File: src/rtl/cam_sccb_writer.sv
// One 3-phase SCCB write (ID, sub-address, data) paced by edges of sccb_clk_i, 4 ticks per bit.
// 113 ticks from the first tick after start; start_i is ignored while busy_o is high.
module cam_sccb_writer #(
    parameter bit CHECK_ACK = 1'b0
) (
    input  logic       clk_i,
    input  logic       rst_i,
    input  logic       sccb_clk_i,
    input  logic       start_i,
    input  logic [7:0] dev_addr_i,
    input  logic [7:0] reg_addr_i,
    input  logic [7:0] reg_data_i,
    input  logic       siod_i,
    output logic       busy_o,
    output logic       done_o,
    output logic       nack_o,
    output logic       sioc_o,
    output logic       siod_o,
    output logic       siod_oe_o
);

    typedef enum logic [2:0] {IDLE, START, BIT, STOP, DONE} state_t;

    state_t      state_q;
    logic [26:0] shift_q;
    logic [4:0]  bit_idx_q;
    logic [1:0]  phase_q;
    logic        sccb_q;
    logic        tick;
    logic        ack_bit;

    assign tick    = sccb_q ^ sccb_clk_i;
    // Every 9th bit on the wire is the slave's don't-care/ACK slot.
    assign ack_bit = (bit_idx_q == 5'd8) || (bit_idx_q == 5'd17) || (bit_idx_q == 5'd26);

    always_ff @(posedge clk_i or negedge rst_i) begin
        if (!rst_i) begin
            state_q   <= IDLE;
            shift_q   <= '0;
            bit_idx_q <= '0;
            phase_q   <= '0;
            sccb_q    <= 1'b0;
            busy_o    <= 1'b0;
            done_o    <= 1'b0;
            nack_o    <= 1'b0;
            sioc_o    <= 1'b1;
            siod_o    <= 1'b1;
            siod_oe_o <= 1'b1;
        end else begin
            sccb_q <= sccb_clk_i;
            done_o <= 1'b0;
            case (state_q)
                IDLE: begin
                    if (start_i) begin
                        shift_q <= {dev_addr_i, 1'b1, reg_addr_i, 1'b1, reg_data_i, 1'b1};
                        nack_o  <= 1'b0;
                        busy_o  <= 1'b1;
                        phase_q <= 2'd0;
                        state_q <= START;
                    end
                end
                START: begin
                    if (tick) begin
                        if (phase_q == 2'd0) begin
                            siod_o  <= 1'b0;
                            phase_q <= 2'd1;
                        end else begin
                            sioc_o    <= 1'b0;
                            bit_idx_q <= 5'd0;
                            phase_q   <= 2'd0;
                            state_q   <= BIT;
                        end
                    end
                end
                BIT: begin
                    if (tick) begin
                        phase_q <= phase_q + 2'd1;
                        case (phase_q)
                            2'd0: begin
                                if (ack_bit) begin
                                    siod_oe_o <= 1'b0;
                                end else begin
                                    siod_oe_o <= 1'b1;
                                    siod_o    <= shift_q[26];
                                end
                            end
                            2'd1: sioc_o <= 1'b1;
                            2'd2: begin
                                if (CHECK_ACK && ack_bit && siod_i)
                                    nack_o <= 1'b1;
                            end
                            default: begin
                                sioc_o    <= 1'b0;
                                shift_q   <= {shift_q[25:0], 1'b0};
                                bit_idx_q <= bit_idx_q + 5'd1;
                                if (bit_idx_q == 5'd26)
                                    state_q <= STOP;
                            end
                        endcase
                    end
                end
                STOP: begin
                    if (tick) begin
                        case (phase_q)
                            2'd0: begin
                                siod_oe_o <= 1'b1;
                                siod_o    <= 1'b0;
                                phase_q   <= 2'd1;
                            end
                            2'd1: begin
                                sioc_o  <= 1'b1;
                                phase_q <= 2'd2;
                            end
                            default: begin
                                siod_o  <= 1'b1;
                                state_q <= DONE;
                            end
                        endcase
                    end
                end
                DONE: begin
                    done_o  <= 1'b1;
                    busy_o  <= 1'b0;
                    state_q <= IDLE;
                end
                default: state_q <= IDLE;
            endcase
        end
    end

endmodule
File: config.mk
export PLATFORM = sky130hd
export DESIGN_NAME = cam_sccb_writer
export DESIGN_NICKNAME = d
export VERILOG_FILES = /design/src/rtl/cam_sccb_writer.sv
export SDC_FILE = /design/constraint.sdc
export NUM_CORES = 1
export LEC_CHECK = 0
export CORE_ASPECT_RATIO = 0.9
export CORE_UTILIZATION = 49
export DETAILED_ROUTE_END_ITERATION = 16
export PLACE_DENSITY = 0.76
export SLEW_MARGIN = 20
export SYNTH_ARGS = -nofsm -noshare
export SYNTH_HDL_FRONTEND = slang
export SYNTH_SLANG_ARGS = --single-unit
File: constraint.sdc
create_clock -name clk_i -period 2.38 [get_ports clk_i]
set_clock_uncertainty 0.15 [all_clocks]
set_input_delay 0.595 -clock clk_i [delete_from_list [all_inputs] [get_ports clk_i]]
set_output_delay 0.595 -clock clk_i [all_outputs]
set_load 0.005 [all_outputs]
### After elaboration in Yosys (flattened, before gate mapping)

Cells that the tools add are included.

| word-level totals | value |
|---|---|
| bits in registers | 43 |
| latch bits | 0 |
| memory bits (writable) | 0 |
| bits in read-only memories | 0 |
| output and inout port bits | 6 |
| word-level logic and storage cells | 108 |
| memories kept | 0 |

| cells by class | value |
|---|---|
| $add $sub $neg | 2 |
| $mul | 0 |
| divide/modulo/power cells | 0 |
| order comparisons | 0 |
| equality and inequality tests | 25 |
| shifts and indexed selects | 0 |
| multiplexer cells | 49 |
| bitwise operators | 1 |
| reductions and logical operators | 21 |

Operator list:

| kind | count |
|---|---|
| 27-bit 2-to-1 mux | 3 |
| 27-bit case mux with 2 select lines | 1 |
| 2-bit != test (second input constant) | 15 |
| 3-bit 2-to-1 mux | 8 |
| 5-bit 2-to-1 mux | 4 |
| 1-bit 2-to-1 mux | 19 |
| 8-bit AND reduction | 2 |
| 3-bit case mux with 4 select lines | 1 |
| 5-bit == test (second input constant) | 2 |
| 5-bit case mux with 2 select lines | 1 |
| 5-bit AND reduction | 2 |
| 2-bit 2-to-1 mux | 4 |
| 1-bit case mux with 2 select lines | 4 |
| 2-bit case mux with 4 select lines | 1 |
| 2-bit nonzero test | 4 |
| 7-bit AND reduction | 1 |
| 3-bit by 2-bit == test with 1-bit output (second input constant) | 2 |
| 1-bit case mux with 3 select lines | 2 |
| 6-bit AND reduction | 1 |
| 5-bit by 1-bit adder with 5-bit output (second input constant) | 1 |
| 5-bit by 4-bit == test with 1-bit output (second input constant) | 1 |
| 2-bit case mux with 2 select lines | 1 |
| 4-bit AND reduction | 1 |
| 4-bit nonzero test | 1 |
| other kinds (14) | 16 |

### Longest topological paths before layout

Gate-level depths: netlist of the first run.

| logic depth | value |
|---|---|
| depth in word-level cells | 7 |
| gate-level depth with buffers | 7 |
| depth with buffers taken out | 6 |

### Least setup slack after synthesis of the first run

No wires, ideal clock.

| path | value |
|---|---|
| path kind | register to register |
| start | reg phase_q[0] |
| end | reg shift_q[0] |
| setup time | 0.129 ns |
| arrival | 1.940 ns |
| required time | 2.101 ns |
| slack | 0.161 ns |
| stages on the path, launching flop included | 8 |
| buffers on the path | 1 |
| clock period less this slack | 2.219 ns |
| cell sequence | dfrtp_1 > inv_1 > ha_1 > buf_2 > or3b_1 > a211o_1 > or3_1 > a21boi_0 |

| between the ends | value |
|---|---|
| word-level cells in the longest chain between the ends | 4 |
| elaborated cells between the ends (all ways) | 6 |

Ends and longest elaborated chain:

| item | RTL line | text |
|---|---|---|
| start, declared | 27 | `logic [1:0] phase_q;` |
| start signal, assigned | 77 | `phase_q <= phase_q + 2'd1;` |
| 2-bit by 1-bit == test with 1-bit output (tied with other cells) | 78 | `case (phase_q)` |
| 3-bit OR reduction (no source line) (*) | -- |  |
| 2-bit != test (no source line) (*) | -- |  |
| 4-bit AND reduction (no source line) (*) | -- |  |
| end signal, assigned | 55 | `shift_q <= {dev_addr_i, 1'b1, reg_addr_i, 1'b1, reg_data_i, 1'b1};` |
| end signal, assigned | 94 | `shift_q <= {shift_q[25:0], 1'b0};` |
| end, declared | 25 | `logic [26:0] shift_q;` |

Every way passes the cells marked *; elsewhere a longest branch is shown, timed or not.
A chain may end at the register's enable or synchronous reset.

### Final worst setup path of the first run

| path | value |
|---|---|
| start | in sccb_clk_i |
| end | reg shift_q[2] |

| between the ends | value |
|---|---|
| word-level cells in the longest chain between the ends | 3 |

Ends and longest elaborated chain:

| item | RTL line | text |
|---|---|---|
| start, declared | 8 | `input logic sccb_clk_i,` |
| 1-bit bitwise XOR | 32 | `assign tick = sccb_q ^ sccb_clk_i;` |
| 2-bit != test (no source line) | -- |  |
| 4-bit AND reduction (no source line) | -- |  |

No other way between the ends.

==> metrics.md, run 1 <==
| Metric | Value |
|---|---|
| Outcome | `completed` |
| Die H | `about 69 um` |
| Max Fanout on Critical Path | `20` |
| DP Wirelength | `about 3200 um` |
| Final WL | `about 4600 um` |
| Full die area | `approximately 0.0053 sq mm` |
| Combinational power share | `between 50% and 60%` |
| Final Wtd Congestion | `around 0.87` |
| Residual DRC | `0` |
| Via density | `~5.5` |
| Area of the multi-input gates | `0.001264 sq mm` |
| GRT overflow | `0` |
| Total CTS buffers | `5` |
| Post-Layout Cell Count | `~320` |
| Num rows | `24` |
| Synth Area in Compound Gates | `between 9 and 10%` |
| Synth async-reset ratio | `between 90% and 100%` |
| Met3 Use GR | `between 4 and 5%` |
| Simple logic cell fraction of the synthesized area | `a little under a tenth` |
| WS Path Type | `in -> reg` |
| Layout cells sized above 1 | `approximately a third` |
| Area grow syn2layout | `22.59%` |
| Syn Area/Cell | `about 12 sq um` |
| Reg2Reg Setup Slack | `0.19 ns` |
| Leakage | `1.391 nW` |
| RR Endpoint | `shift_q[0]` |
| Post-Synth Adder-Cell Area | `between 4 and 5%` |
| Met2 Track Usage GR | `29.83%` |
| Clk buf depth | `2` |
| Initial Util | `between 50% and 60%` |
| Largest net degree at the start of global routing | `44` |
| Tcrit/Tclk final | `between 90% and 100%` |
| Sequential area share after synthesis | `44.01%` |
| F_max | `around 440 MHz` |
| Vias in the first global route | `between 1500 and 2000` |
| Net Sw Power | `1.164 mW` |
| Peak supply drop | `0.6187 mV` |
| First-pass GRT wire length | `just over 8000 um` |
| Setup TNS | `0 ns` |
| PostCTS Resize Cnt | `0` |
| Post-DRT Antenna Nets | `0` |
| Root Driver | `clkbuf_8` |
| Worst Hold Class | `in -> async` |
| Sw Ratio | `about a third` |
| Max cap viols | `0` |
| 1st-pass router iterations | `4` |
| RSZ-0062 raised after global routing | `no` |
| Worst-margin pin slew | `0.5429 ns` |
| Primary FF master, synth | `dfrtp_1` |
| Pwr dens | `between 1000 and 1500 mW/mm^2` |
| Crit path from | `sccb_clk_i` |
| Worst hold margin | `roughly 0.21 ns` |
| R2R Path Start | `phase_q[0]` |
| Initial antenna violation count | `0` |
| Crit path required time | `2.40 ns` |
| Reg clk slew, reported paths | `about 0.080 ns` |
| Hold_buf cts | `0` |
| Clock power share | `between 10% and 20%` |
| Synthesis Warnings | `0` |
| Reg area | `around 0.0011 sq mm` |
| Hold Violations, Final | `0` |
| Cells after DPL | `~300` |
| GR Util met1 | `27.83%` |
| Setup crit end kind | `flop` |
| Fin crit period | `2.255 ns` |
| Final nets | `approximately 290` |
| Synthesized Nets | `243` |
| Clock sink total | `43` |
| Seq cells post-synth | `43` |
| Die W | `about 77 um` |
| Core area | `roughly 0.0048 sq mm` |
| First DRT Iteration DRCs | `between 100 and 150` |
| Avg WL per Cell | `around 15 um` |
| Ports | `35` |
| Slew HR | `a little under two thirds` |
| Power Internal | `between 2 and 2.5 mW` |
| Clock latency on the worst-skew pair | `between 0.2 and 0.3 ns` |
| Worst r2r path cells | `6` |
| Synth Area in XOR/XNOR | `less than 1%` |
| Slew Viols, Final | `0` |
| Fillers | `386` |
| CTS H-Tree Depth | `2` |
| DR vias | `1723` |
| Startpoint types | `input pin` |
| Sequential power share | `a little over a third` |
| Synth unique cells | `50` |
| Synthesized area | `~0.0025 sq mm` |
| N_diodes | `0` |
| WP data arrival | `2.28 ns` |
| Largest family of logic cells by synthesized area | `multiplexers` |
| Setup bufs post-CTS | `0` |
| EDFF count, synth | `0` |
| Mux cell area share after synthesis | `between 20 and 30%` |
| Port Buffer Count | `32` |
| Total Routing Usage GR | `19.52%` |
| CTS tree | `done` |
| Final setup fails | `0` |
| Mapped Cells | `approximately 210` |
| Busiest grt layer | `met2` |
-- cells by family after synthesis --
family / Yosys count
muxes: 54
DFF: 43
and+or+nand+nor: 43
AOI/OAI and AO/OA: 34
buffers and inverters: 21
adders and majority gates: 8
xor gates and xnor gates: 2
other: 1
-- Yosys cell counts, types with 2 or more instances --
master     count  area, sq um
nand3b_1       2        15.01
buf_6          3        33.78
o21ai_0        7        35.03
dfstp_2        3        78.83
mux2_4        19        285.3
a31oi_1        2        12.51
nand2_1        7        26.28
buf_2          4        20.02
or2_2          2        12.51
nor2b_1        3        18.77
nor3_1         4        20.02
clkbuf_1       4        15.01
mux2_2        31        349.1
nor2_1         9        33.78
inv_1          9        33.78
a2111oi_0      2        17.52
a21oi_1        5        25.02
o31ai_1        2        15.01
nand2b_1       2        12.51
mux2i_1        3        30.03
dfrtp_1       40         1001
nand3_1        4        20.02
o21ai_1        2        10.01
ha_1           8        100.1
or3_1          4        25.02
-- worst max-delay path: stages --
cell and delay [ns]:
clkdlybuf4s50_1 0.44, xnor2_1 0.27, a2bb2oi_1 0.19, or3_1 0.21, buf_12 0.21, mux2_2 0.35
-- flip-flops by register name, summed over array words and instances (netlist names) --
register   flops
bit_idx_q      5
busy_o         1
done_o         1
phase_q        2
sccb_q         1
shift_q       27
sioc_o         1
siod_o         1
siod_oe_o      1
state_q        3
-- layout by cell type (no fill, tap or decap), drive strengths merged, types with 2 or more instances in the layout --
master	synthesis	layout
clkdlybuf4s50	0	31
a2111oi	3	3
mux2i	3	3
inv	9	9
a31oi	2	2
a21oi	5	5
nor2	10	10
nor3	4	4
nand3b	2	2
o31ai	2	2
clkbuf	4	7
o21ai	9	9
nand3	4	4
or3	4	4
nand2b	2	2
or2	2	2
ha	8	8
buf	8	18
nor2b	3	3
nand2	7	7
dfstp	3	3
mux2	51	51
dfrtp	40	40
-- power by group through the flow --
stage / Clock [mW] / Combinational, mW / Sequential [mW]
2_1_floorplan: 0 / 1.36 / 1.22
3_3_place_gp: 0 / 1.74 / 1.27
3_5_place_dp: 0 / 1.79 / 1.28
4_1_cts: 0.464 / 1.80 / 1.27
5_1_grt: 0.484 / 1.97 / 1.32
6_report: 0.450 / 1.79 / 1.27
-- layout make-up --
type	count	share of cell area, %
inverters	9	1.123
flip-flops and latches	43	35.90
clock inverters	1	0.1664
well taps	65	2.704
clock buffers	7	2.537
multi-input cells	142	42.01
repair buffers	49	15.56
-- routing by layer --
| layer | vias up | part of all wire, % |
|---|---|---|
| met5 | - | 0 |
| met1 | 847 | 49 |
| met3 | 4 | 4.6 |
| li1 | 828 | - |
| met2 | 44 | 45 |
| met4 | 0 | 1.1 |
-- worst max-delay path by stage --
stage | cells past startpoint | to
finish | 6 | shift_q[2]
global route | 6 | shift_q[2]
detailed placement | 6 | shift_q[25]
global placement | 6 | shift_q[22]
CTS | 6 | shift_q[2]
floorplan | 7 | shift_q[0]
-- per-stage QoR --
| step | area [sq um] | utilization, % | power, mW | setup slack (ns) |
|---|---|---|---|---|
| after CTS | 3008 | 62.22 | 3.538 | 0.1293 |
| final | 3008 | 62.22 | 3.505 | 0.1252 |
| after global routing | 3008 | 62.22 | 3.774 | 0.008935 |
| after floorplan | 2454 | - | 2.580 | 0.1609 |
| after detailed placement | 2927 | 60.53 | 3.067 | -0.1574 |
| after global placement | 2927 | 60.53 | 3.010 | -0.1306 |
Note: power is estimated with default switching activity, not from simulation.
==> run 2, diff against run 1 <==
Settings changed: CORE_UTILIZATION 49 to 50, CTS_BUF_LIST set to sky130_fd_sc_hd__clkbuf_8, PLACE_DENSITY 0.76 to 0.77, SLEW_MARGIN 20 to not set.
==> run 2 against run 1 <==
Global-route usage shrank 0.36 points. Clock power grew 4%. Worst hold slack worse by 0.10 ns.
==> metrics.md, run 2 (synthesis results as in run 1) <==
| Metric | Value |
|---|---|
| Outcome | `completed` |
| Largest regs | `shift_q (27), bit_idx_q (5), state_q (3)` |
| Hold Violations, Final | `0 (unchanged)` |
| Largest net degree at the start of global routing | `44 (unchanged)` |
| GRT overflow | `0 (unchanged)` |
| Fin crit period | `2.239 ns (-0.01602 ns)` |
| DP Wirelength | `3205 um (about the same)` |
| Commonest non-fill, non-tap cells in the layout | `dfrtp_1 (40), mux2_2 (31), clkdlybuf4s50_1 (31)` |
| Layout cells sized above 1 | `33.33% (+1.1 points)` |
| CTS tree | `done` |
| Slowest-stage cell, CP | `a2111oi_2` |
| Clk buf depth | `2 (unchanged)` |
| Worst Hold Class | `in -> async` |
| Final nets | `289 (+0.70%)` |
| Hold_buf cts | `0 (unchanged)` |
| Reg area | `0.001080 sq mm (unchanged)` |
| Final WL | `4555 um (-1.7%)` |
| Cells after DPL | `307 (-0.32%)` |
| Dpl ws | `-0.1346 ns (+0.02281 ns)` |
| Fillers | `344 (-11%)` |
| Setup bufs post-CTS | `0 (unchanged)` |
| Tcrit/Tclk final | `94.06% (-0.67 points)` |
| WS Path Type | `in -> reg` |
| Worst setup slack after layout | `0.1413 ns (+0.01602 ns)` |
| First-pass GRT wire length | `7348 um (-10%)` |
| 1st-pass router iterations | `4 (unchanged)` |
| Reg clk slew, reported paths | `0.08 ns (about the same)` |
| Area of the multi-input gates | `0.001264 sq mm (unchanged)` |
| First DRT Iteration DRCs | `138 (+19%)` |
| Max FFs per register | `27 (unchanged)` |
| Worst hold margin | `0.1098 ns (-0.1041 ns)` |
| Area after DPL | `0.002938 sq mm (+0.38%)` |
| Commonest non-fill, non-tap cell in the layout | `dfrtp_1` |
| Core area | `0.004576 sq mm (-5.4%)` |
| Total Routing Usage GR | `19.15% (-0.36 points)` |
| Final setup fails | `0 (unchanged)` |
| Full die area | `0.005192 sq mm (-1.9%)` |
| Vias in the first global route | `1557 (-9.4%)` |
| Ports | `35 (unchanged)` |
| Reg2Reg Setup Slack | `0.20 ns (about the same)` |
| Max Fanout on Critical Path | `4 (-80%)` |
| Avg WL per Cell | `14.51 um (-1.0%)` |
| GR Util met1 | `27.50% (-0.33 points)` |
| Setup crit end kind | `flop` |
| F_max | `446.7 MHz (+0.72%)` |
| Busiest grt layer | `met2` |
| Crit path largest cell delay | `0.52 ns (+0.08 ns)` |
| Final non-filler cell area | `0.003025 sq mm (+0.58%)` |
| Num rows | `23 (-4.2%)` |
| Post-DRT Antenna Nets | `0 (unchanged)` |
| Leakage | `1.405 nW (+1.0%)` |
| Top reg by flops | `shift_q` |
| Startpoint types | `input pin` |
| Crit path required time | `2.42 ns (+0.02 ns)` |
| Pwr dens | `1158 mW/mm^2 (-0.61%)` |
| Total CTS buffers | `5 (unchanged)` |
| Met3 Use GR | `3.976% (-0.13 points)` |
| CTS H-Tree Depth | `2 (unchanged)` |
| Post-Layout Cell Count | `314 (-0.63%)` |
| Final Wtd Congestion | `0.8683 (-0.61%)` |
| Clock sink total | `43 (unchanged)` |
| Initial antenna violation count | `0 (unchanged)` |
| Max cap viols | `0 (unchanged)` |
| DR vias | `1665 (-3.4%)` |
| Slew Viols, Final | `0 (unchanged)` |
| Root Driver | `clkbuf_8` |
| RSZ-0062 raised after global routing | `no` |
| PostCTS Resize Cnt | `0 (unchanged)` |
| Clock latency on the worst-skew pair | `0.29 ns (about the same)` |
| N_diodes | `0 (unchanged)` |
| Initial Util | `53.62% (+2.9 points)` |
| Die H | `68.46 um (-0.98%)` |
| Setup TNS | `0 ns (unchanged)` |
| Residual DRC | `0 (unchanged)` |
| Via density | `5.303 (-2.8%)` |
| Peak supply drop | `0.6465 mV (+4.5%)` |
| Port Buffer Count | `32 (unchanged)` |
| Area grow syn2layout | `23.30%` |
| Met2 Track Usage GR | `28.32% (-1.5 points)` |
| Die W | `75.84 um (-0.98%)` |
| Worst path cell trace | `clkdlybuf4s50_1 -> xnor2_1 -> buf_4 -> a2111oi_2 -> a2bb2o_1 -> o31ai_1` |
| WP data arrival | `2.27 ns (about the same)` |
## run 2: cell types whose count changed in the layout (fill, tap and decap cells not counted)
cell,delta
clkbuf_1,-2
clkbuf_8,+1
buf_4,+2
## run 2: layout make-up
type / count / area share [%]
sequential: 43 / 35.69
timing repair buffer: 51 / 15.96
multi-input combinational: 142 / 41.77
clock inverter: 1 / 0.1654
clock buffer: 6 / 2.730
inverter: 9 / 1.117
tap: 62 / 2.564
## run 2: worst max-delay path, delay by kind of cell
kind	cells	cell delay, ns
xor+xnor	1	0.16
compound gates	3	0.93
buf+inv	2	0.59
## run 2: final timing paths
path                       cells past startpoint          to  startpoint
max                                            6  phase_q[0]  sccb_clk_i
min reg2reg                                    2      sioc_o      sioc_o
min in group clk_i                             2      sioc_o      sioc_o
min                                            2      busy_o       rst_i
max in group asynchronous                      2      siod_o       rst_i
max reg2reg                                    6  shift_q[0]  phase_q[0]
## run 2: layer usage
| metal | up-vias | wire, um |
|---|---|---|
| met3 | 2 | 136 |
| met4 | 0 | 28 |
| li1 | 827 | - |
| met1 | 809 | 2322 |
| met5 | - | 0 |
| met2 | 27 | 2067 |
## run 2: where the power goes
group          switching, mW  internal [mW]  leakage (nW)
sequential             0.209           1.06         0.520
combinational          0.705           1.06         0.838
clock                  0.240          0.228        0.0470
total                   1.15           2.35          1.40
## run 2: stage by stage
stage	total power, mW	utilization [%]
final	3.504	66.12
after floorplan	2.580	-
after CTS	3.534	66.12
after global placement	2.997	64.21
after detailed placement	3.051	64.21
after global routing	3.759	66.12
==> run 3, diff against run 2 <==
Settings changed: GPL_ROUTABILITY_DRIVEN set to 1, GPL_TIMING_DRIVEN set to 0, SLEW_MARGIN set to 20.
==> run 3 against run 2 <==
Clock-buffer cell count is 1 lower. Combinational power about the same. Wire length up 3.0%. Highest routed layer unchanged. Setup slack got worse by 0.066 ns.
==> metrics.md, run 3 (synthesis results as in run 1) <==
| Metric | Value |
|---|---|
| Outcome | `completed` |
| Worst hold margin | `0.03516 ns (-0.07463 ns)` |
| Crit path largest cell delay | `0.43 ns (-0.09 ns)` |
| F_max | `433.9 MHz (-2.9%)` |
| Post-Layout Cell Count | `313 (-0.32%)` |
| Leakage | `1.390 nW (-1.1%)` |
| Area of the multi-input gates | `0.001305 sq mm (+3.3%)` |
| Crit path required time | `2.41 ns (about the same)` |
| Ports | `35 (unchanged)` |
| Clk buf depth | `2 (unchanged)` |
| Largest net degree at the start of global routing | `32 (-27%)` |
| Slowest-stage cell, CP | `or3b_4` |
| Fillers | `353 (+2.6%)` |
| Commonest non-fill, non-tap cells in the layout | `dfrtp_1 (40), mux2_2 (31), clkdlybuf4s50_1 (30)` |
| Worst-margin pin slew | `between 0.6 and 0.7 ns` |
| Clock sink total | `43 (unchanged)` |
| Fin crit period | `2.305 ns (+0.06605 ns)` |
| Startpoint types | `flop` |
| DP Wirelength | `3296 um (+2.8%)` |
| Post-DRT Antenna Nets | `0 (unchanged)` |
| Die H | `68.46 um (unchanged)` |
| Slew Viols, Final | `0 (unchanged)` |
| Cells after DPL | `301 (-2.0%)` |
| Final nets | `287 (-0.69%)` |
| WS Path Type | `reg -> reg` |
| Final Wtd Congestion | `0.8532 (-1.7%)` |
| Tcrit/Tclk final | `96.84% (+2.8 points)` |
| Reg clk slew, reported paths | `0.08 ns (about the same)` |
| Setup crit end kind | `flop` |
| Commonest non-fill, non-tap cell in the layout | `dfrtp_1` |
| Slew HR | `approximately three fifths` |
| CTS H-Tree Depth | `2 (unchanged)` |
| First-pass GRT wire length | `7555 um (+2.8%)` |
| Reg area | `0.001080 sq mm (unchanged)` |
| Residual DRC | `0 (unchanged)` |
| GRT overflow | `0 (unchanged)` |
| Die W | `75.84 um (unchanged)` |
| Top reg by flops | `shift_q` |
| Area grow syn2layout | `23.20% (about the same)` |
| Worst path cell trace | `inv_1 -> ha_1 -> or3b_4 -> a211o_4 -> or3_4 -> a21boi_0` |
| Total CTS buffers | `5 (unchanged)` |
| Core area | `0.004576 sq mm (unchanged)` |
| Initial antenna violation count | `0 (unchanged)` |
| Final WL | `4693 um (+3.0%)` |
| Full die area | `0.005192 sq mm (unchanged)` |
| CTS tree | `done` |
| Max cap viols | `0 (unchanged)` |
| Root Driver | `clkbuf_8` |
| Pwr dens | `1158 mW/mm^2 (about the same)` |
| WP data arrival | `2.34 ns (+0.07 ns)` |
| Layout cells sized above 1 | `33.07% (-0.27 points)` |
| Num rows | `23 (unchanged)` |
| Max Fanout on Critical Path | `9 (+5)` |
| Final setup fails | `0 (unchanged)` |
| Peak supply drop | `0.5729 mV (-11%)` |
| Max FFs per register | `27 (unchanged)` |
| N_diodes | `0 (unchanged)` |
| Largest regs | `shift_q (27), bit_idx_q (5), state_q (3)` |
| Setup TNS | `0 ns (unchanged)` |
| Via density | `5.399 (+1.8%)` |
| 1st-pass router iterations | `4 (unchanged)` |
| DR vias | `1690 (+1.5%)` |
| Worst Hold Class | `in -> async` |
| Avg WL per Cell | `14.99 um (+3.4%)` |
| Vias in the first global route | `1619 (+4.0%)` |
| Initial Util | `53.62% (unchanged)` |
| Hold Violations, Final | `0 (unchanged)` |
| Port Buffer Count | `32 (unchanged)` |
| First DRT Iteration DRCs | `101 (-27%)` |
| Total Routing Usage GR | `20.08% (+0.93 points)` |
| Clock latency on the worst-skew pair | `0.30 ns (about the same)` |
run 3: cell count changes in the layout (fill, tap and decap cells not counted), moves of 2 or more:
cell | previous run | this run
buf_2 | 1 | 4
buf_4 | 17 | 6
buf_6 | 0 | 3
clkbuf_1 | 0 | 4
clkinv_2 | 1 | 3
run 3: where the power goes:
| group | internal [mW] | leakage, nW | switching (mW) |
|---|---|---|---|
| sequential | 1.06 | 0.520 | 0.204 |
| clock | 0.201 | 0.0477 | 0.251 |
| combinational | 1.05 | 0.822 | 0.732 |
run 3: routing by layer:
layer,vias to the layer above,wire length (um),GRT usage [%]
met5,-,0,0
met4,0,72,8.333
met3,10,172,5.007
met2,42,2094,29.65
met1,812,2353,27.95
li1,826,-,-
run 3: critical path: cells and delay by family (launching register included):
kind / cells / cell delay, ns
AO/OA/AOI/OAI: 2 / 0.50
adder cells (fa/ha/maj): 1 / 0.31
buffers and inverters: 1 / 0.08
flip-flops: 1 / 0.36
AND/OR/NAND/NOR: 2 / 0.78
run 3: final timing paths:
check                              to  cells after the start  slack [ns]       start
setup / recovery           shift_q[0]                      6        0.08  phase_q[0]
hold / removal             phase_q[1]                      1        0.04       rst_i
setup reg to reg           shift_q[0]                      6        0.08  phase_q[0]
hold reg to reg                sioc_o                      2        0.32      sioc_o
max in group asynchronous   siod_oe_o                      2        1.51       rst_i
min in group clk_i             sioc_o                      2        0.32      sioc_o
run 3: through the flow:
stage | setup WS [ns] | util [%] | instance area (sq um) | total power, mW
2_1_floorplan | 0.1609 | - | 2454 | 2.580
3_3_place_gp | -0.5975 | 62.32 | 2851 | 2.933
3_5_place_dp | -0.4278 | 62.65 | 2867 | 2.987
4_1_cts | 0.02969 | 65.33 | 2989 | 3.494
5_1_grt | -0.01417 | 66.07 | 3023 | 3.757
6_report | 0.07521 | 66.07 | 3023 | 3.501
run 3: what timing repair did:
| action | in CTS | in global routing |
|---|---|---|
| gates resized for setup | 5 | 3 |
| hold buffers | 0 | 0 |
| hold endpoints to repair | 0 | 0 |
| setup endpoints to repair | 22 | 19 |
| pin swaps | 0 | 1 |
| setup buffers | 1 | 4 |
run 3: cell type report:
| type | count | area share [%] |
|---|---|---|
| clock buffers | 5 | 2.276 |
| multi-input cells | 142 | 43.17 |
| inverters | 9 | 1.118 |
| repair buffers | 38 | 12.29 |
| clock inverters | 3 | 0.4967 |
| plain buffers | 11 | 2.359 |
| well taps | 62 | 2.566 |
| flip-flops and latches | 43 | 35.72 |
